===== config.mk =====
export PLATFORM = sky130hd
export DESIGN_NAME = fx_channel_scheduler_flat
export DESIGN_NICKNAME = d
export VERILOG_FILES = /design/src/rtl/fx_channel_scheduler_if.sv /design/src/rtl/fx_channel_scheduler.sv /design/src/flat_wrapper.sv
export SDC_FILE = /design/constraint.sdc
export NUM_CORES = 1
export LEC_CHECK = 0
export BUFFER_PORTS_ARGS = -buffer_cell sky130_fd_sc_hd__clkbuf_2
export CAP_MARGIN = 20
export CORE_MARGIN = 2
export CORE_UTILIZATION = 35
export CTS_CLUSTER_SIZE = 16
export DETAILED_ROUTE_END_ITERATION = 8
export PLACE_DENSITY_LB_ADDON = 0.15
export SLEW_MARGIN = 20
export SYNTH_ARGS = -nofsm -noshare
export SYNTH_HDL_FRONTEND = slang
export SYNTH_SLANG_ARGS = --single-unit

===== constraint.sdc =====
create_clock -name clk -period 1.35 [get_ports clk]
set_input_delay 0.0675 -clock clk [delete_from_list [all_inputs] [get_ports clk]]
set_output_delay 0.0675 -clock clk [all_outputs]
set_load 0.005 [all_outputs]

===== src/rtl/fx_channel_scheduler_if.sv =====
// Signal bundle between the per-channel sample sources, the shared datapath and the
// channel scheduler. The scheduler uses the slave view; the environment uses the master view.
interface fx_channel_scheduler_if #(
  parameter int NUM_CH = 4,
  parameter int DW     = 32,
  parameter int CHW    = 2
);
    // Handshake: channel i transfers a sample in any cycle where in_valid[i] & in_ready[i];
    // in_ready is one-hot or zero and never waits on in_valid of the grantee beyond eligibility.
    // out_valid is a single-cycle strobe with no back-pressure.
    logic [NUM_CH-1:0]    ch_en;
    logic [NUM_CH-1:0]    in_valid;
    logic [NUM_CH*DW-1:0] in_data;
    logic [NUM_CH-1:0]    in_ready;
    logic                 ce;
    logic [DW-1:0]        dp_out;
    logic [DW-1:0]        dp_in;
    logic                 out_valid;
    logic [CHW-1:0]       out_ch;
    logic [DW-1:0]        out_data;
    logic                 busy;
    logic [CHW-1:0]       dbg_ptr;

    modport slave (
        input  ch_en, in_valid, in_data, dp_in,
        output in_ready, ce, dp_out, out_valid, out_ch, out_data, busy, dbg_ptr
    );

    modport master (
        output ch_en, in_valid, in_data, dp_in,
        input  in_ready, ce, dp_out, out_valid, out_ch, out_data, busy, dbg_ptr
    );
endinterface


===== src/rtl/fx_channel_scheduler.sv =====
// Round-robin scheduler sharing one ce-gated datapath across NUM_CH channels; a tag
// pipeline follows each sample through the datapath and labels its result with the channel.
module fx_channel_scheduler #(
  parameter int NUM_CH = 4,
  parameter int DW     = 32,
  parameter int LAT    = 3,
  parameter int CHW    = 2
) (
    input logic                  clk,
    input logic                  rst,
    fx_channel_scheduler_if.slave bus
);
    logic [NUM_CH-1:0] eligible;
    logic              found;
    logic [CHW-1:0]    grant;
    logic              issue;
    logic              ce_int;

    logic [CHW-1:0]    ptr;
    logic [LAT-1:0]    tag_v;
    logic [CHW-1:0]    tag_ch [LAT];
    logic              out_valid_q;
    logic [CHW-1:0]    out_ch_q;
    logic [DW-1:0]     out_data_q;

    // First eligible channel at or after ptr, wrapping modulo NUM_CH.
    always_comb begin
        eligible = bus.in_valid & bus.ch_en;
        found    = 1'b0;
        grant    = '0;
        for (int k = 0; k < NUM_CH; k++) begin
            if (!found && eligible[(int'(ptr) + k) % NUM_CH]) begin
                found = 1'b1;
                grant = CHW'((int'(ptr) + k) % NUM_CH);
            end
        end
    end

    // Reset overrides the grant combinationally so nothing transfers while rst is low.
    assign issue  = found & rst;
    assign ce_int = rst & (issue | (|tag_v));

    always_comb begin
        bus.in_ready = '0;
        bus.dp_out   = '0;
        if (issue) begin
            bus.in_ready[grant] = 1'b1;
            bus.dp_out          = bus.in_data[int'(grant)*DW +: DW];
        end
    end

    always_ff @(posedge clk) begin
        if (!rst) begin
            ptr         <= '0;
            tag_v       <= '0;
            out_valid_q <= 1'b0;
            out_ch_q    <= '0;
            out_data_q  <= '0;
        end else begin
            if (issue) begin
                ptr <= CHW'((int'(grant) + 1) % NUM_CH);
            end
            // Tags advance only with the datapath so tag_v[LAT-1] lines up with dp_in.
            if (ce_int) begin
                for (int k = LAT - 1; k > 0; k--) begin
                    tag_v[k]  <= tag_v[k-1];
                    tag_ch[k] <= tag_ch[k-1];
                end
                tag_v[0]  <= issue;
                tag_ch[0] <= grant;
            end
            out_valid_q <= tag_v[LAT-1];
            if (tag_v[LAT-1]) begin
                out_ch_q   <= tag_ch[LAT-1];
                out_data_q <= bus.dp_in;
            end
        end
    end

    assign bus.ce        = ce_int;
    assign bus.busy      = |tag_v;
    assign bus.out_valid = out_valid_q;
    assign bus.out_ch    = out_ch_q;
    assign bus.out_data  = out_data_q;
    assign bus.dbg_ptr   = ptr;
endmodule


===== src/flat_wrapper.sv =====
// flat-port wrapper written by rule: the top's interface ports become plain ports
module fx_channel_scheduler_flat 
#(
  parameter int NUM_CH = 4,
  parameter int DW     = 32,
  parameter int LAT    = 3,
  parameter int CHW    = 2
)
  (clk, rst, bus_ch_en, bus_in_valid, bus_in_data, bus_dp_in, bus_in_ready, bus_ce, bus_dp_out, bus_out_valid, bus_out_ch, bus_out_data, bus_busy, bus_dbg_ptr);
  fx_channel_scheduler_if #(.NUM_CH(NUM_CH), .DW(DW), .CHW(CHW)) bus_i ();
  input logic clk;
  input logic rst;
  input wire logic [$bits(bus_i.ch_en)-1:0] bus_ch_en;
  input wire logic [$bits(bus_i.in_valid)-1:0] bus_in_valid;
  input wire logic [$bits(bus_i.in_data)-1:0] bus_in_data;
  input wire logic [$bits(bus_i.dp_in)-1:0] bus_dp_in;
  output wire logic [$bits(bus_i.in_ready)-1:0] bus_in_ready;
  output wire logic [$bits(bus_i.ce)-1:0] bus_ce;
  output wire logic [$bits(bus_i.dp_out)-1:0] bus_dp_out;
  output wire logic [$bits(bus_i.out_valid)-1:0] bus_out_valid;
  output wire logic [$bits(bus_i.out_ch)-1:0] bus_out_ch;
  output wire logic [$bits(bus_i.out_data)-1:0] bus_out_data;
  output wire logic [$bits(bus_i.busy)-1:0] bus_busy;
  output wire logic [$bits(bus_i.dbg_ptr)-1:0] bus_dbg_ptr;
  assign bus_i.ch_en = bus_ch_en;
  assign bus_i.in_valid = bus_in_valid;
  assign bus_i.in_data = bus_in_data;
  assign bus_i.dp_in = bus_dp_in;
  assign bus_in_ready = bus_i.in_ready;
  assign bus_ce = bus_i.ce;
  assign bus_dp_out = bus_i.dp_out;
  assign bus_out_valid = bus_i.out_valid;
  assign bus_out_ch = bus_i.out_ch;
  assign bus_out_data = bus_i.out_data;
  assign bus_busy = bus_i.busy;
  assign bus_dbg_ptr = bus_i.dbg_ptr;
  fx_channel_scheduler #(.NUM_CH(NUM_CH), .DW(DW), .LAT(LAT), .CHW(CHW)) u_core (.clk(clk), .rst(rst), .bus(bus_i));
endmodule

* After elaboration in Yosys (flattened, before gate mapping)
Memory sizes are Yosys's and may differ from the RTL's. A register that Yosys moved wholly into a read port is not among the register bits. Cells that the tools add are included.
Operators by class: add/sub/neg operators 4, $lt $le $gt $ge 6, shift-type cells 1, multiplexer cells 26, bitwise logic cells 7, reduce and logical (&&, ||, !) cells 12
Operators by type and width (count):
- 128-bit by 8-bit variable part select with 32-bit output | 1
- 32-bit two-way mux | 1
- 1-bit two-way mux | 15
- 3-bit by 4-bit < comparator with 1-bit output (second input constant) | 3
- 1-bit binary-select mux with 2-bit select | 4
- 2-bit two-way mux | 4
- 2-bit by 3-bit < comparator with 1-bit output (second input constant) | 2
- 2-bit OR reduction | 3
- 2-bit by 1-bit adder with 2-bit output (second input constant) | 2
- 2-bit adder (second input constant) | 2
- 4-bit AND | 1
- 1-bit logical AND | 4
- 1-bit zero test | 4
- 4-bit two-way mux | 1
- 1-bit AND (first input constant) | 3
- 3-bit OR reduction | 1
- 1-bit AND | 2
- 1-bit demux with 2-bit select | 1
- 2-bit by 1-bit >= comparator with 1-bit output (second input constant) | 1
- 1-bit OR | 1
Word-level totals: bits in registers 38, bits in writable memories 6, bits of input ports 170, word-level logic and storage cells 61, memories kept 1
Memory list:
- u_core.tag_ch | depth 3, width 2, read ports 3, clocked after Yosys merged registers in 1, wr ports 3, line fx_channel_scheduler.sv:21 | logic [CHW-1:0] tag_ch [LAT];

* Depth between registers and ports, before layout
Gate-level depths: netlist (run 1).
depth in word-level cells 20, gate-level depth with buffers 6, gate-level depth less buffers 4

* Least setup slack after synthesis (run 1)
Ideal clock, no wire load.
kind flip-flop to output port, start register u_core.ptr[0] (netlist: u_core.bus.dbg_ptr[0]), end output port bus_dp_out[22], arrival 1.400 ns, slack -0.118 ns, cell stages (with the launch flop) 7, path through dfxtp_1 -> buf_6 -> and3b_2 -> o21ai_2 -> o2bb2ai_2 -> buf_6 -> a221o_1
Between the ends: word-level cells in the longest chain between the ends 14, elaborated cells between the ends (all ways) 31, those cells by class add/sub (3); shift (1); mux (20); bitwise (1); reduce/logical (6)
Ends and longest elaborated chain:
- start: declaration | line fx_channel_scheduler.sv:19 | logic [CHW-1:0] ptr;
- start signal: assignment | line fx_channel_scheduler.sv:61 | ptr <= CHW'((int'(grant) + 1) % NUM_CH);
- 2-bit by 1-bit adder with 2-bit output or 1-bit binary-select mux with 2-bit select (tied branches) | line fx_channel_scheduler.sv:32, fx_channel_scheduler.sv:34
- 1-bit binary-select mux with 2-bit select or 1-bit two-way mux (tied branches) | line fx_channel_scheduler.sv:32 | if (!found && eligible[(int'(ptr) + k) % NUM_CH]) begin
- 1-bit two-way mux (not written as such) | line fx_channel_scheduler.sv:32
- 1-bit two-way mux (not written as such) or 1-bit zero test (tied branches) | line fx_channel_scheduler.sv:32
- 1-bit logical AND | line fx_channel_scheduler.sv:32
- 1-bit two-way mux | line fx_channel_scheduler.sv:32
- 1-bit zero test | line fx_channel_scheduler.sv:32
- 1-bit logical AND | line fx_channel_scheduler.sv:32
- 1-bit two-way mux | line fx_channel_scheduler.sv:32
- 1-bit zero test | line fx_channel_scheduler.sv:32
- 1-bit logical AND | line fx_channel_scheduler.sv:32
- 2-bit two-way mux or 1-bit two-way mux (tied branches) | line fx_channel_scheduler.sv:32
- 128-bit by 8-bit variable part select with 32-bit output or 1-bit AND (tied branches) | line fx_channel_scheduler.sv:48, fx_channel_scheduler.sv:40
- 32-bit two-way mux * | line fx_channel_scheduler.sv:46 | if (issue) begin
- end: declaration | line flat_wrapper.sv:19 | output wire logic [$bits(bus_i.dp_out)-1:0] bus_dp_out;
Every way passes the cells marked *; elsewhere a longest branch is shown, timed or not. The select of a mux whose other input is x is not followed.

* Worst setup path in the final report (run 1)
start register u_core.ptr[1] (netlist: u_core.bus.dbg_ptr[1]), end output port bus_dp_out[12]
The elaborated chain is that of the path after synthesis.

==> results of run 1 <==
[per-layer routing]
metal  vias up  GRT usage, %  routed length (µm)
met1      1538         26.76                4318
met5         -             0                   0
met3        19         4.699                 964
li1       1672             -                   -
met4         0         6.310                 221
met2       191         38.11                5257
[final timing paths]
kind / from / to / slack, ns
max: u_core.bus.dbg_ptr[1] / bus_dp_out[12] / -0.61
min: bus_dp_in[2] / u_core.bus.out_data[2] / 0.02
max reg2reg: u_core.bus.dbg_ptr[1] / u_core.tag_ch[0][0] / -0.01
min reg2reg: u_core.tag_ch[1][0] / u_core.tag_ch[2][0] / 0.43
[worst max-delay path: cells and delay by family (launching register included)]
family | cells | cell delay [ns]
DFF | 1 | 0.37
and+or+nand+nor | 1 | 0.17
buffers and inverters | 4 | 0.52
AOI/OAI and AO/OA | 3 | 0.52
[per-stage QoR]
step / utilization [%] / instance area [µm²] / worst slack [ns] / power, mW / setup TNS [ns]
after global routing: 58.86 / 4812 / -0.6805 / 3.695 / -22.90
after detailed placement: 53.43 / 4368 / -0.5133 / 2.555 / -16.49
after floorplan: - / 2974 / -0.09665 / 2.026 / -2.749
final: 58.86 / 4812 / -0.6131 / 3.520 / -20.42
after CTS: 56.89 / 4651 / -0.5986 / 3.454 / -19.82
after global placement: 53.43 / 4368 / -0.4287 / 2.538 / -13.92
[registers in the layout (all words and copies together), names as in the netlist]
register              count
u_core.tag_ch             6
u_core.bus.out_ch         2
u_core.tag_v              3
u_core.bus.out_data      32
u_core.bus.dbg_ptr        2
u_core.bus.out_valid      1
[cells in the final DEF, fill, tap and decap left out, drive strengths merged, types with 2 or more instances in the layout]
| cell | instances |
|---|---|
| clkbuf | 248 |
| inv | 66 |
| dfxtp | 40 |
| mux2i | 34 |
| nor2b | 34 |
| buf | 34 |
| a221o | 32 |
| o32ai | 32 |
| nand2 | 6 |
| edfxtp | 6 |
| and2 | 6 |
| a21oi | 6 |
| o21ai | 6 |
| a22oi | 3 |
| nor2 | 3 |
| clkinv | 3 |
| nand3 | 2 |
| a21boi | 2 |
| or3 | 2 |
| and3 | 2 |
[report_power, final]
| part | leakage (nW) | internal (mW) | switching (mW) |
|---|---|---|---|
| registers | 0.385 | 1.45 | 0.0284 |
| logic | 2.04 | 0.682 | 0.558 |
| clock network | 0.0432 | 0.355 | 0.447 |
[what timing repair did]
item                                    4_1_cts  5_1_grt
endpoints found under the setup margin       39       41
resized for setup                            17       20
pin swaps                                     4        4
buffers inserted                              5        3
gates cloned                                  2        2
[logic make-up (layout without fill, tap and decap cells)]
family                 Yosys count  after routing  share of synthesized area [%]
AND/OR/NAND/NOR                 58             58                          11.90
multiplexers                    34             34                          11.56
buffers and inverters           92            351                          14.50
AO/OA/AOI/OAI                   89             90                          28.70
flip-flops                      46             46                          33.33
[final cells by class]
cell class                 count  area (µm²)  share of cell area [%]
multi-input combinational    182        1724                   35.83
timing repair buffer         277        1637                   34.01
sequential                    46       987.2                   20.51
inverter                      66       247.7                   5.148
tap                          105       131.4                   2.730
clock buffer                   5       68.82                   1.430
clock inverter                 3       16.27                  0.3380
==> qor.tcl, run 1 <==
set qor(dr_total_vias) 3420
set qor(violations_in_the_final_reports) {negative setup slack}
set qor(drive_above_1_share_pct) 55.61
set qor(synth_async_sr_flop_share_pct) 0
set qor(synthDistinctLibCells) 40
set qor(fin_hold_ws_ns) 0.02267
set qor(fillerInstances) 775
set qor(grt_first_pass_wirelength_mm) 15.61
set qor(worst_setup_hold_path_clk_slew_ns) 0.09
set qor(top_level_ports) 245
set qor(yosys_warnings) 0
set qor(finalWirelength_mm) 10.76
set qor(start_util_pct) 36.00
set qor(critical-path-top-cell-by-count) {sky130_fd_sc_hd__buf_6}
set qor(worst_path_max_delay_cell) {sky130_fd_sc_hd__dfxtp_4}
set qor(cts.sinks) 46
set qor(drt-wirelength-per-cell_um) 15.73
set qor(report.final.hold_viol_count) 0
set qor(post_synth_instance_area_um2) 2943
set qor(nNetsFinal) 748
set qor(min_period_ns) 1.963
set qor(ctsRootBufferMaster) {sky130_fd_sc_hd__clkbuf_8}
set qor(postSynthNetCount) 489
set qor(timing.critical_path.from_type) {register}
set qor(gp_congestion) 0.8762
set qor(hold_depth) 3
set qor(setup.worst_path.class) {register to primary output}
set qor(synth_edf_count) 6
set qor(syn-mean-instance-area_um2) 9.225
set qor(hpwl_after_dpl_mm) 8.007
set qor(cp_cell_sequence) {buf_6, nand3b_4, a21oi_4, buf_6, clkbuf_16, o32ai_1, a221o_1, clkbuf_2}
set qor(max-slew-margin-rel_pct) 73.60
set qor(power_leakage_nw) 2.473
set qor(grt_max_degree) 42
set qor(globalRoute.totalOverflow) 0
set qor(number_of_global_route_vias_before_repair) 3196
set qor(top_fanout_value_on_the_critical_path) 8
set qor(synth-seq-cells) 46
set qor(rows) 33
set qor(timing.critical_path.slowest_cell_delay_ns) 0.37
set qor(detail_route.drc_violations) 0
set qor(source_to_sink_clock_delay_at_the_later_pin_of_the_worst_skew_pair_ns) 0.30
set qor(max_freq_mhz) 509.4
set qor(postRouteAntennaNets) 0
set qor(diodes) 0
set qor(grt_setup_unrepaired) {true}
set qor(period_share_pct) 145.4
set qor(slew_viol_final) 0
set qor(arrival_ns) 1.90
set qor(yosys-top-cells-count) {66 x sky130_fd_sc_hd__inv_1, 40 x sky130_fd_sc_hd__dfxtp_1, 34 x sky130_fd_sc_hd__mux2i_1, 34 x sky130_fd_sc_hd__nor2b_1}
set qor(instances_no_fill) 684
set qor(status) {complete, but fails checks}
set qor(cts.htree.levels) 2
set qor(drt_pre_antenna_iters) 6
set qor(avgViaCountPerCell) 5.000
set qor(crit_path_capture_type) {primary output}
set qor(chipWidth_um) 95.70
set qor(synth.most_common_cell) {sky130_fd_sc_hd__inv_1}
set qor(synth_top_area_share_pct) 27.21
set qor(antenna_found_initial) 0
set qor(worstMarginPinSlew_ns) 0.3960
set qor(dpl.cell_count) 666
set qor(ys_seq_area_share_pct) 33.33
set qor(r2r_cells) 6
set qor(die_y_um) 95.70
set qor(areaGrowthSynthToFinish_pct) 63.52
set qor(critPathRequiredTime_ns) 1.28
set qor(worst_ir_drop_vdd_uv) 466.2
set qor(finalWorstSetupSlack_ns) -0.6131
set qor(grt_usage_pct) 21.76
set qor(cts_tree) {done}
set qor(yosysTopAreaCell) {sky130_fd_sc_hd__dfxtp_1}
set qor(post_synth_main_area_contributors) {sky130_fd_sc_hd__dfxtp_1 27%, sky130_fd_sc_hd__mux2i_1 12%, sky130_fd_sc_hd__a221o_1 11%}
set qor(total_clock_buffers_created_by_cts) 5
set qor(setup_viol) 38
set qor(power_density_nw_per_um2) 731.5
set qor(synth-main-ff-cell) {sky130_fd_sc_hd__dfxtp_1}
set qor(post_synth_inst_count) 319
set qor(timing.hold.worst.class) {primary input to register}
set qor(io_buffer_count) 244
set qor(floorplan.die_area_um2) 9158
set qor(ctsHoldBuffers) 0
set qor(max-cap-violations) 0
set qor(core_region_area_um2) 8175
set qor(drt_iter0_drc) 122
set qor(clockBufferDepth) 2
set qor(fin_worst_skew_ns) 0.01019
Power figures use the tool's default switching activity.
==> run 2: changes to the inputs <==
==> constraint.sdc (replaced) <==
create_clock -name clk -period 1.35 [get_ports clk]
set_input_delay 0.135 -clock clk [delete_from_list [all_inputs] [get_ports clk]]
set_output_delay 0.135 -clock clk [all_outputs]
set_load 0.05 [all_outputs]
==> qor.tcl, run 2 (synthesized netlist as in run 1, its figures left out) <==
set qor(seqCellArea_um2) 991.0 ;# +0.38%
set qor(totalNegativeSetupSlack_ns) -24.78 ;# -4.357 ns
set qor(drt-wirelength-per-cell_um) 15.20 ;# -3.4%
set qor(detail_route.drc_violations) 0 ;# unchanged
set qor(final_cell_mix) {205 x sky130_fd_sc_hd__clkbuf_2, 64 x sky130_fd_sc_hd__inv_1, 36 x sky130_fd_sc_hd__dfxtp_1}
set qor(max_freq_mhz) 480.1 ;# -5.8%
set qor(worst_ir_drop_vdd_uv) 380.4 ;# -18%
set qor(worstMarginPinSlew_ns) 0.3154 ;# -0.08066 ns
set qor(min_period_ns) 2.083 ;# +0.1200 ns
set qor(setup.worst_path.class) {register to primary output}
set qor(wl_met1_mm) 4.070 ;# -5.7%
set qor(timing.critical_path.from_type) {register}
set qor(cts_tree) {done}
set qor(report.final.hold_viol_count) 0 ;# unchanged
set qor(status) {complete, but fails checks}
set qor(setup_viol) 44 ;# +16%
set qor(cts.sinks) 46 ;# unchanged
set qor(wl_met2_mm) 5.624 ;# +7.0%
set qor(grt_max_degree) 42 ;# unchanged
set qor(number_of_global_route_vias_before_repair) 3128 ;# -2.1%
set qor(finalWirelength_mm) 10.55 ;# -2.0%
set qor(timing.hold.worst.class) {primary input to register}
set qor(crit_path_capture_type) {primary output}
set qor(critPathRequiredTime_ns) 1.22 ;# -0.06 ns
set qor(gp_congestion) 0.8283 ;# -5.5%
set qor(mostFrequentLayoutCell) {sky130_fd_sc_hd__clkbuf_2}
set qor(violations_in_the_final_reports) {negative setup slack}
set qor(grt_first_pass_wirelength_mm) 15.19 ;# -2.7%
set qor(multi_input_comb_area_um2) 1719 ;# -0.29%
set qor(start_util_pct) 36.00 ;# unchanged
set qor(maxUsedRoutingLayer) {met4}
set qor(power_density_nw_per_um2) 840.6 ;# +15%
set qor(instances_no_fill) 694 ;# +1.5%
set qor(drt_iter0_drc) 121 ;# -0.82%
set qor(drt_pre_antenna_iters) 4 ;# -2
set qor(io_buffer_count) 244 ;# unchanged
set qor(floorplan.die_area_um2) 9158 ;# unchanged
set qor(core_region_area_um2) 8175 ;# unchanged
set qor(drive_above_1_share_pct) 60.27 ;# +4.7 points
set qor(slew_viol_final) 0 ;# unchanged
set qor(areaGrowthSynthToFinish_pct) 79.80
set qor(rrSetupSlack_ns) -0.05 ;# -0.04 ns
set qor(period_share_pct) 154.3 ;# +8.9 points
set qor(worst_setup_hold_path_clk_slew_ns) 0.09 ;# about the same
set qor(max-slew-margin-rel_pct) 78.91 ;# +5.3 points
set qor(antenna_found_initial) 0 ;# unchanged
set qor(arrival_ns) 1.95 ;# +0.05 ns
set qor(finalWorstSetupSlack_ns) -0.7331 ;# -0.1200 ns
set qor(grt_setup_unrepaired) {true}
set qor(die_y_um) 95.70 ;# unchanged
set qor(fin_worst_skew_ns) 0.004862 ;# -0.005327 ns
set qor(top_fanout_value_on_the_critical_path) 28 ;# +20
set qor(top_level_ports) 245 ;# unchanged
set qor(cts.htree.levels) 2 ;# unchanged
set qor(diodes) 0 ;# unchanged
set qor(rows) 33 ;# unchanged
set qor(max-cap-violations) 0 ;# unchanged
set qor(dpl.cell_count) 675 ;# +1.4%
set qor(grt_usage_pct) 21.19 ;# -0.57 points
set qor(globalRoute.totalOverflow) 0 ;# unchanged
set qor(dr_total_vias) 3404 ;# -0.47%
set qor(avgViaCountPerCell) 4.905 ;# -1.9%
set qor(chipWidth_um) 95.70 ;# unchanged
set qor(largest_register_ff_count) 32 ;# unchanged
set qor(source_to_sink_clock_delay_at_the_later_pin_of_the_worst_skew_pair_ns) 0.30 ;# about the same
set qor(fillerInstances) 686 ;# -11%
set qor(nNetsFinal) 758 ;# +1.3%
set qor(clockBufferDepth) 2 ;# unchanged
set qor(wl_met3_um) 603 ;# -37%
set qor(postRouteAntennaNets) 0 ;# unchanged
set qor(ctsHoldBuffers) 0 ;# unchanged
set qor(ctsRootBufferMaster) {sky130_fd_sc_hd__clkbuf_8}
set qor(hpwl_after_dpl_mm) 7.972 ;# -0.44%
set qor(total_clock_buffers_created_by_cts) 5 ;# unchanged
set qor(power_leakage_nw) 2.646 ;# +7.0%
run 2: changes by cell type in the layout (fill, tap and decap cells not counted), sizes merged:
cell	delta
a21boi	-1
clkbuf	-37
clkinvlp	+2
buf	+48
inv	+1
clkinv	-3
run 2: path summary, 6_finish.rpt:
kind / startpoint / to / depth (start not counted)
worst max-delay path: u_core.bus.dbg_ptr[1] / bus_dp_out[22] / 6
worst min-delay path: bus_dp_in[11] / u_core.bus.out_data[11] / 3
worst max register to register: u_core.tag_v[1] / u_core.tag_ch[2][0] / 4
worst min register to register: u_core.tag_ch[0][0] / u_core.tag_ch[1][0] / 0
run 2: final cells by class:
type	count	area share (%)
multi-input combinational	181	32.49
clock buffer	5	1.301
inverter	66	4.753
tap	105	2.483
sequential	46	18.73
clock inverter	3	0.4256
timing repair buffer	288	39.82
run 2: metrics by stage:
| stage | hold slack (ns) | setup WS (ns) | cell area [µm²] | total power, mW | utilization [%] |
|---|---|---|---|---|---|
| 2_1_floorplan | 0.3045 | -0.4602 | 3156 | 2.643 | - |
| 5_1_grt | 0.08279 | -0.7861 | 5291 | 4.647 | 64.72 |
| 6_report | 0.08988 | -0.7331 | 5291 | 4.448 | 64.72 |
| 3_3_place_gp | 0.3914 | -0.4189 | 4786 | 3.308 | 58.54 |
| 4_1_cts | 0.07831 | -0.7332 | 5255 | 4.431 | 64.28 |
| 3_5_place_dp | 0.3995 | -0.4540 | 4786 | 3.322 | 58.54 |
run 2: routing by layer:
metal  GRT usage, %  vias up
met4          7.381        0
met5              0        -
met1          26.02     1537
met2          37.82      153
li1               -     1699
met3          2.897       15
run 2: critical path, stage by stage (launching register included):
cell,delay [ns]
sky130_fd_sc_hd__dfxtp_4,0.38
sky130_fd_sc_hd__and2b_1,0.21
sky130_fd_sc_hd__o2111ai_2,0.22
sky130_fd_sc_hd__a21boi_4,0.10
sky130_fd_sc_hd__buf_12,0.17
sky130_fd_sc_hd__a221o_4,0.39
sky130_fd_sc_hd__buf_12,0.16
run 2: repair_timing:
action / in CTS / in global routing
endpoints found under the setup margin: 37 / 41
setup buffers: 11 / 2
pin swaps: 3 / 4
gates resized for setup: 62 / 37
gates cloned: 1 / 0
run 2: power breakdown:
part / internal [mW] / total, mW / leakage, nW / switching, mW
sequential: 1.45 / 1.48 / 0.386 / 0.0279
clock: 0.372 / 0.856 / 0.0451 / 0.484
combinational: 0.987 / 2.12 / 2.22 / 1.13
total: 2.81 / 4.45 / 2.65 / 1.64
==> run 3: changes to the inputs <==
==> constraint.sdc (replaced) <==
create_clock -name clk -period 1.35 [get_ports clk]
set_input_delay 0.0675 -clock clk [delete_from_list [all_inputs] [get_ports clk]]
set_output_delay 0.0675 -clock clk [all_outputs]
set_load 0.05 [all_outputs]
==> qor.tcl, run 3 (synthesized netlist as in run 1, its figures left out) <==
set qor(status) {complete, but fails checks}
set qor(violations_in_the_final_reports) {negative setup slack}
set qor(fillerInstances) 684 ;# -0.29%
set qor(chipWidth_um) 95.70 ;# unchanged
set qor(pwr-share-comb_pct) 45.7 ;# -1.9 points
set qor(gp_congestion) 0.8532 ;# +3.0%
set qor(grt_max_degree) 40 ;# -4.8%
set qor(ctsHoldBuffers) 0 ;# unchanged
set qor(nNetsFinal) 750 ;# -1.1%
set qor(clockBufferDepth) 2 ;# unchanged
set qor(source_to_sink_clock_delay_at_the_later_pin_of_the_worst_skew_pair_ns) 0.29 ;# about the same
set qor(fin_worst_skew_ns) 0.003513 ;# -0.001349 ns
set qor(r2r_end) {u_core.tag_ch[1][1]}
set qor(critPathRequiredTime_ns) 1.28 ;# +0.06 ns
set qor(drive_above_1_share_pct) 59.55 ;# -0.72 points
set qor(total_clock_buffers_created_by_cts) 5 ;# unchanged
set qor(dr_total_vias) 3362 ;# -1.2%
set qor(start_util_pct) 36.00 ;# unchanged
set qor(max_freq_mhz) 502.2 ;# +4.6%
set qor(globalRoute.totalOverflow) 0 ;# unchanged
set qor(grt_util_met1_pct) 25.53 ;# -0.48 points
set qor(drt_iter0_drc) 158 ;# +31%
set qor(sw_frac_of_total_pct) 36.08 ;# -0.81 points
set qor(drt_pre_antenna_iters) 4 ;# unchanged
set qor(globalRouteMet2Util_pct) 36.01 ;# -1.8 points
set qor(min_period_ns) 1.991 ;# -0.09175 ns
set qor(hold-path-endpoint) {u_core.bus.out_data[20]}
set qor(slew_viol_final) 0 ;# unchanged
set qor(timing.rr.start) {u_core.tag_v[1]}
set qor(rrSetupSlack_ns) 0.05 ;# +0.10 ns
set qor(postRouteAntennaNets) 0 ;# unchanged
set qor(avgViaCountPerCell) 4.901 ;# about the same
set qor(setup_viol) 37 ;# -16%
set qor(worstMarginPinSlew_ns) 0.3381 ;# +0.02271 ns
set qor(hold_depth) 3 ;# unchanged
set qor(worst_setup_hold_path_clk_slew_ns) 0.09 ;# about the same
set qor(number_of_global_route_vias_before_repair) 3225 ;# +3.1%
set qor(ctsRootBufferMaster) {sky130_fd_sc_hd__clkbuf_8}
set qor(largest_register_ff_count) 32 ;# unchanged
set qor(power.share.clock_pct) 21.2 ;# +2.0 points
set qor(max-cap-violations) 0 ;# unchanged
set qor(period_share_pct) 147.5 ;# -6.8 points
set qor(power_density_nw_per_um2) 855.9 ;# +1.8%
set qor(rows) 33 ;# unchanged
set qor(detail_route.drc_violations) 0 ;# unchanged
set qor(diodes) 0 ;# unchanged
set qor(grt_first_pass_wirelength_mm) 15.13 ;# -0.41%
set qor(antenna_found_initial) 0 ;# unchanged
set qor(top_level_ports) 245 ;# unchanged
set qor(grt_setup_unrepaired) {true}
set qor(setup.worst_path.class) {register to primary output}
set qor(hold_path_startpoint) {bus_dp_in[20]}
set qor(cts_tree) {done}
set qor(top_fanout_value_on_the_critical_path) 27 ;# -3.6%
set qor(drt-wirelength-per-cell_um) 15.15 ;# -0.32%
set qor(io_buffer_count) 244 ;# unchanged
set qor(areaGrowthSynthToFinish_pct) 77.42
set qor(floorplan.die_area_um2) 9158 ;# unchanged
set qor(die_y_um) 95.70 ;# unchanged
set qor(most_crowded_layer_gr) {met2}
set qor(post_dp_cell_area_um2) 4656 ;# -2.7%
set qor(fin_hold_ws_ns) 0.03215 ;# -0.05773 ns
set qor(max-slew-margin-rel_pct) 77.39 ;# -1.5 points
set qor(finalWorstSetupSlack_ns) -0.6414 ;# +0.09175 ns
set qor(arrival_ns) 1.92 ;# -0.03 ns
set qor(cp-startpoint) {u_core.bus.dbg_ptr[1]}
set qor(r2r_cells) 3 ;# -1
set qor(report.final.hold_viol_count) 0 ;# unchanged
set qor(grtUsageMet3_pct) 3.837 ;# +0.94 points
set qor(timing.critical_path.from_type) {register}
set qor(dp_worst_setup_slack_ns) -0.3875 ;# +0.06644 ns
set qor(worst_ir_drop_vdd_uv) 402.1 ;# +5.7%
set qor(cts.sinks) 46 ;# unchanged
set qor(grt_usage_pct) 20.81 ;# -0.38 points
set qor(finalWirelength_mm) 10.40 ;# -1.5%
set qor(finalCoreUtilization_pct) 63.87 ;# -0.86 points
set qor(core_region_area_um2) 8175 ;# unchanged
set qor(timing.hold.worst.class) {primary input to register}
set qor(sequentialPowerShare_pct) 33.1 ;# about the same
set qor(internal_power_mw) 2.857 ;# +1.8%
set qor(mostFrequentLayoutCell) {sky130_fd_sc_hd__clkbuf_2}
set qor(switchingPower_mw) 1.612 ;# -1.7%
set qor(hpwl_after_dpl_mm) 7.995 ;# +0.29%
set qor(power_leakage_nw) 2.612 ;# -1.3%
set qor(final_cell_mix) {206 x sky130_fd_sc_hd__clkbuf_2, 65 x sky130_fd_sc_hd__inv_1, 36 x sky130_fd_sc_hd__dfxtp_1}
set qor(fin_area_um2) 5221 ;# -1.3%
set qor(crit_path_capture_type) {primary output}
set qor(cts.htree.levels) 2 ;# unchanged
==> run 3: cell count changes in the layout (fill, tap and decap cells not counted), moves of 2 or more <==
cell and delta:
sky130_fd_sc_hd__buf_12 -7, sky130_fd_sc_hd__buf_4 -6, sky130_fd_sc_hd__buf_6 -4, sky130_fd_sc_hd__buf_8 +2, sky130_fd_sc_hd__clkbuf_8 +5, sky130_fd_sc_hd__o32ai_1 -2, sky130_fd_sc_hd__o32ai_2 +2
==> run 3: layout make-up <==
cell class                 count  area [µm²]  area share (%)
timing repair buffer         280        2006           38.41
inverter                      66       251.5           4.817
multi-input combinational    181        1734           33.21
clock inverter                 2       13.76          0.2636
clock buffer                   6       93.84           1.797
tap                          105       131.4           2.516
sequential                    46       991.0           18.98
==> run 3: power by group through the flow <==
| stage | clock [mW] | combinational, mW | sequential, mW |
|---|---|---|---|
| 2_1_floorplan | 0 | 1.01 | 1.63 |
| 3_3_place_gp | 0 | 1.70 | 1.51 |
| 3_5_place_dp | 0 | 1.71 | 1.51 |
| 4_1_cts | 0.983 | 1.96 | 1.48 |
| 5_1_grt | 1.04 | 2.15 | 1.48 |
| 6_report | 0.949 | 2.04 | 1.48 |
==> run 3: metrics by stage <==
stage               power [mW]  TNS, ns  std cells
floorplan                2.643   -12.30        319
global placement         3.201   -10.87        672
detailed placement       3.221   -11.60        672
CTS                      4.423   -21.81        686
global route             4.677   -23.57        686
finish                   4.469   -20.90        686
==> run 3: routing by layer <==
metal | wire (µm) | up-vias | part of all wire [%]
met5 | 0 | - | 0
met4 | 249 | 0 | 2.4
met3 | 678 | 20 | 6.5
met2 | 5384 | 162 | 52
met1 | 4083 | 1510 | 39
li1 | - | 1670 | -
==> run 3: worst max-delay path, stage by stage, from the launching register on <==
cell                        delay (ns)
sky130_fd_sc_hd__dfxtp_4          0.38
sky130_fd_sc_hd__and2b_1          0.21
sky130_fd_sc_hd__o2111ai_2        0.22
sky130_fd_sc_hd__a21boi_4         0.10
sky130_fd_sc_hd__buf_12           0.17
sky130_fd_sc_hd__a221o_2          0.38
sky130_fd_sc_hd__buf_8            0.16
==> run 3: repair_timing <==
item	CTS	global route
pin swaps	3	2
endpoints found under the setup margin	37	45
buffers inserted	4	0
resized for setup	73	35
gates cloned	2	0
==> run 3: worst max-delay path by stage <==
| stage | endpoint | slack, ns |
|---|---|---|
| floorplan | bus_dp_out[22] | -0.39 |
| CTS | bus_dp_out[2] | -0.66 |
| detailed placement | bus_dp_out[2] | -0.39 |
| global placement | bus_dp_out[2] | -0.37 |
| finish | bus_dp_out[2] | -0.64 |
| global route | bus_dp_out[25] | -0.71 |
